--- config.mk ---
export PLATFORM = sky130hd
export DESIGN_NAME = data_collector
export DESIGN_NICKNAME = d
export VERILOG_FILES = /design/src/rtl/data_collector.sv
export SDC_FILE = /design/constraint.sdc
export NUM_CORES = 1
export LEC_CHECK = 0
export BUFFER_PORTS_ARGS = -buffer_cell sky130_fd_sc_hd__buf_4
export CAP_MARGIN = 15
export CORE_MARGIN = 5
export CORE_UTILIZATION = 51
export CTS_CLUSTER_SIZE = 8
export DETAILED_ROUTE_END_ITERATION = 8
export PLACE_DENSITY = 0.78
export SKIP_CTS_REPAIR_TIMING = 1
export SYNTH_ARGS = -nofsm -noshare
export SYNTH_HDL_FRONTEND = slang
export SYNTH_SLANG_ARGS = --single-unit
--- constraint.sdc ---
create_clock -name clk -period 1.4 [get_ports clk]
set_input_delay 0.07 -clock clk [delete_from_list [all_inputs] [get_ports clk]]
set_output_delay 0.07 -clock clk [all_outputs]
set_load 0.03 [all_outputs]
--- src/rtl/data_collector.sv ---
// Packs NUM_BYTES strobed elements into one word (first byte in the MSBs) and holds it
// under a valid/ready handshake. Define DATA_COLLECTOR_OVERRUN_EN for the sticky overrun flag.
module data_collector #(
  parameter int DATA_W    = 8,
  parameter int NUM_BYTES = 7
) (
  input  logic                          clk,
  input  logic                          reset,
  input  logic                          enable,
  input  logic [DATA_W-1:0]             data_in,
  input  logic                          clear,
  input  logic                          out_ready,
  output logic [DATA_W*NUM_BYTES-1:0]   data_out,
  output logic                          out_valid,
  output logic [2:0]                    count,
  output logic                          overrun
);

  localparam int         WORD_W = DATA_W * NUM_BYTES;
  localparam logic [2:0] LAST   = 3'(NUM_BYTES);

  typedef enum logic [1:0] {
    IDLE,
    COLLECT,
    HOLD
  } state_t;

  state_t              state_q, state_d;
  logic [WORD_W-1:0]   data_q, data_d;
  logic [2:0]          count_q, count_d;
  logic [2:0]          count_inc;
  logic [WORD_W-1:0]   din_ext;

  assign count_inc = count_q + 3'd1;
  assign din_ext   = WORD_W'(data_in);

  always_comb begin
    state_d = state_q;
    data_d  = data_q;
    count_d = count_q;
    if (clear) begin
      state_d = IDLE;
      data_d  = '0;
      count_d = '0;
    end else begin
      unique case (state_q)
        IDLE, COLLECT: begin
          if (enable) begin
            data_d  = (data_q << DATA_W) | din_ext;
            count_d = count_inc;
            state_d = (count_inc == LAST) ? HOLD : COLLECT;
          end
        end
        HOLD: begin
          if (out_ready) begin
            // A strobe coinciding with the handshake starts the next word without a bubble.
            if (enable) begin
              data_d  = din_ext;
              count_d = 3'd1;
              state_d = (LAST == 3'd1) ? HOLD : COLLECT;
            end else begin
              count_d = '0;
              state_d = IDLE;
            end
          end
        end
        default: state_d = IDLE;
      endcase
    end
  end

  always_ff @(posedge clk) begin
    if (!reset) begin
      state_q <= IDLE;
      data_q  <= '0;
      count_q <= '0;
    end else begin
      state_q <= state_d;
      data_q  <= data_d;
      count_q <= count_d;
    end
  end

  assign data_out  = data_q;
  assign count     = count_q;
  assign out_valid = (state_q == HOLD);

`ifdef DATA_COLLECTOR_OVERRUN_EN
  logic overrun_q, overrun_d;

  always_comb begin
    overrun_d = overrun_q;
    if (clear)
      overrun_d = 1'b0;
    else if ((state_q == HOLD) && !out_ready && enable)
      overrun_d = 1'b1;
  end

  always_ff @(posedge clk) begin
    if (!reset) overrun_q <= 1'b0;
    else        overrun_q <= overrun_d;
  end

  assign overrun = overrun_q;
`else
  assign overrun = 1'b0;
`endif

endmodule
==> impl_metrics.yaml <==
detailed_routing:
  wl_met1_mm: 2.78
  drt-initial-drc-count: 229
  first_pass_iters: 4
  vias: 2301
  antenna_left: 0
  via_per_inst: 5.41
  wl_met3_um: 391
  totalWireLength_mm: 6.24
  routed_wire_length_per_instance_um: 14.7
  highest_layer: "met4"
  drc: 0
  dr_wl_met2_mm: 2.93
global_route:
  grt_pass1_wl_mm: 9.90
  grt_pass1_vias: 2045
  grt_max_degree: 61
  grt_use_total_pct: 19.7
  antenna_found_initial: 0
  grt_remaining_overflow: 0
yosys:
  async_flop_share_pct: 0
  netlist_area_sq_mm: 0.00259
  yosys.area.top_type_share_pct: 47.1
  synth_edf_count: 0
  synth_common_cells: "nand2_1 (64), dfxtp_1 (61), nand4b_1 (48), o21ai_0 (47)"
  synth-seq-cells: 61
  yosysWarnings: 0
  syn_avg_cell_area_sq_um: 9.00
  synth_fp_nets: 303
  synthFlopType: "dfxtp_1"
  synth.distinct_cells: 29
  netlist_instances: 288
  yosys.area.top_type: "dfxtp_1"
  yosysSeqAreaShare_pct: 47.1
  yosysMostFrequentCell: "nand2_1"
  synth_area_leaders: "dfxtp_1 (47%), nand4b_1 (16%), nand2_1 (9.3%), o21ai_0 (9.1%), mux2i_1 (3.5%)"
worst_hold_path:
  hold_depth: 3
  min-delay-start: "data_in[5]"
  min_to: "data_out[5]"
  hold_class: "input pin to flop"
clock_network:
  clockBufferDepth: 2
  cts_tree: "built"
  cts_sinks: 61
  htreeDepth: 3
  clkTransAtPathRegs_ps: 60
  clk-insertion-delay-late_ps: 340
  cts_made_buffers: 9
  clockRootBuffer: "clkbuf_8"
die:
  die_x_um: 81.3
  die_y_um: 81.3
  die-area_sq_mm: 0.00661
  num_io_pins: 74
  start_util_pct: 51.7
  core_area_sq_mm: 0.00501
  num_rows: 26
timing:
  fin_crit_sh_pct: 93.4
  rsz0062_at_grt: "no"
  fin_crit_ps: 1310
  hold_viol_final: 2
  skew_ps: 6.66
  holdWs_ps: -7.04
  maxSlewViolCount: 0
  worst_slack_ps: 93.0
  tns_ps: 0
  finalSetupViolations: 0
  fmax_mhz: 765
setup_path:
  startpoint_type: "flop"
  ff2ff_path_depth: 4
  r2r-end: "state_q[0]"
  worst-path-max-fanout: 8
  crit_type: "flop to primary output"
  required_ps: 1330
  worst_setup_path_end_kind: "primary output"
  r2r_start: "count[0]"
  cp_data_arrival_time_ps: 1240
  rrSetupSlack_ps: 160
place:
  pre_cts_slack_ps: 149
  place_hpwl_mm: 4.03
  io_buffers: 72
  gp_congestion: 0.737
power:
  powerDensity_mw_per_mm2: 1020
  irDropWorstVdd_mv: 0.728
  p_leak_uw: 0.00133
layout:
  layout-drive-gt1-share_pct: 27.6
  n_fill_cell: 426
  nets: 367
  area_delta_synth_final_pct: 30.1
  n_antenna_cell: 0
flow_run:
  max-cap-violations: 0
outcome:
  violations: "negative hold slack"
  status: "finished, violations left"
power breakdown:
group          internal [uW]  switching (uW)
Clock                    813             629
Combinational           89.3             150
Sequential              1750            12.4
Total                   2650             791
per-stage QoR:
stage | utilization, % | total power [uW] | hold WS, ps | cell area [sq um] | cells
global route | 67.3 | 3570 | 4.87 | 3370 | 425
finish | 67.3 | 3440 | -7.04 | 3370 | 425
detailed placement | 62.6 | 2030 | 333 | 3140 | 406
global placement | 62.6 | 2020 | 328 | 3140 | 406
floorplan | - | 1960 | 212 | 2590 | 288
CTS | 66.3 | 3460 | -34.5 | 3320 | 420
registers in the layout (all words and copies together), names as in the netlist:
name and cells:
state_q 2, data_out 56, count 3
worst max-delay path by stage:
stage / startpoint / endpoint / cells after the start
floorplan: count[0] / state_q[0] / 4
global placement: state_q[1] / data_out[25] / 3
detailed placement: count[0] / state_q[0] / 4
CTS: state_q[1] / out_valid / 2
global route: state_q[1] / out_valid / 2
finish: state_q[1] / out_valid / 2
area by class of cell:
class / count / area (sq um) / share of cell area, %
Sequential cell: 61 / 1220 / 36.2
Multi-Input combinational cell: 193 / 1190 / 35.2
Timing Repair Buffer: 84 / 681 / 20.2
Clock buffer: 13 / 179 / 5.30
Tap cell: 70 / 87.6 / 2.60
Inverter: 3 / 11.3 / 0.334
Clock inverter: 1 / 5.00 / 0.148
kinds of logic (layout without fill, tap and decap cells):
family,after synthesis,count (layout),share of synthesized area (%)
buf+inv,34,101,7.77
flops,61,61,47.1
simple gates,121,121,27.8
mux,9,9,3.48
compound gates,59,59,12.4
xor+xnor,1,1,0.338
fa+ha+maj,2,2,0.965
other cells,1,1,0.145
worst max-delay path, cell delays in order (launching register included):
cell and delay (ps):
dfxtp_2 420, nor2b_2 280, buf_4 200
per-layer routing:
| layer | track usage [%] | vias up |
|---|---|---|
| met1 | 26.0 | 1082 |
| li1 | - | 1142 |
| met3 | 5.32 | 10 |
| met2 | 28.3 | 67 |
| met4 | 12.2 | 0 |
| met5 | 0 | - |
cells in the final DEF, fill, tap and decap left out:
master / netlist / layout
a211oi_1: 1 / 1
a21boi_4: 0 / 1
a21oi_1: 1 / 1
a221oi_1: 1 / 1
a32oi_1: 1 / 1
and3_1: 1 / 1
and3b_1: 1 / 1
buf_12: 0 / 3
buf_4: 5 / 76
clkbuf_8: 0 / 13
clkinv_2: 0 / 1
conb_1: 1 / 1
dfxtp_1: 61 / 60
dfxtp_2: 0 / 1
dlygate4sd3_1: 0 / 5
ha_1: 2 / 2
inv_1: 3 / 3
mux2i_1: 9 / 9
nand2_1: 64 / 64
nand2b_2: 1 / 1
nand4_1: 1 / 1
nand4b_1: 48 / 48
nor2b_1: 5 / 3
nor2b_2: 0 / 1
nor2b_4: 0 / 1
o21a_1: 1 / 1
o21ai_0: 47 / 47
o21ai_1: 4 / 4
o22a_1: 1 / 1
o31ai_1: 1 / 1
xor2_1: 1 / 1
Note: power is estimated with default switching activity, not from simulation.
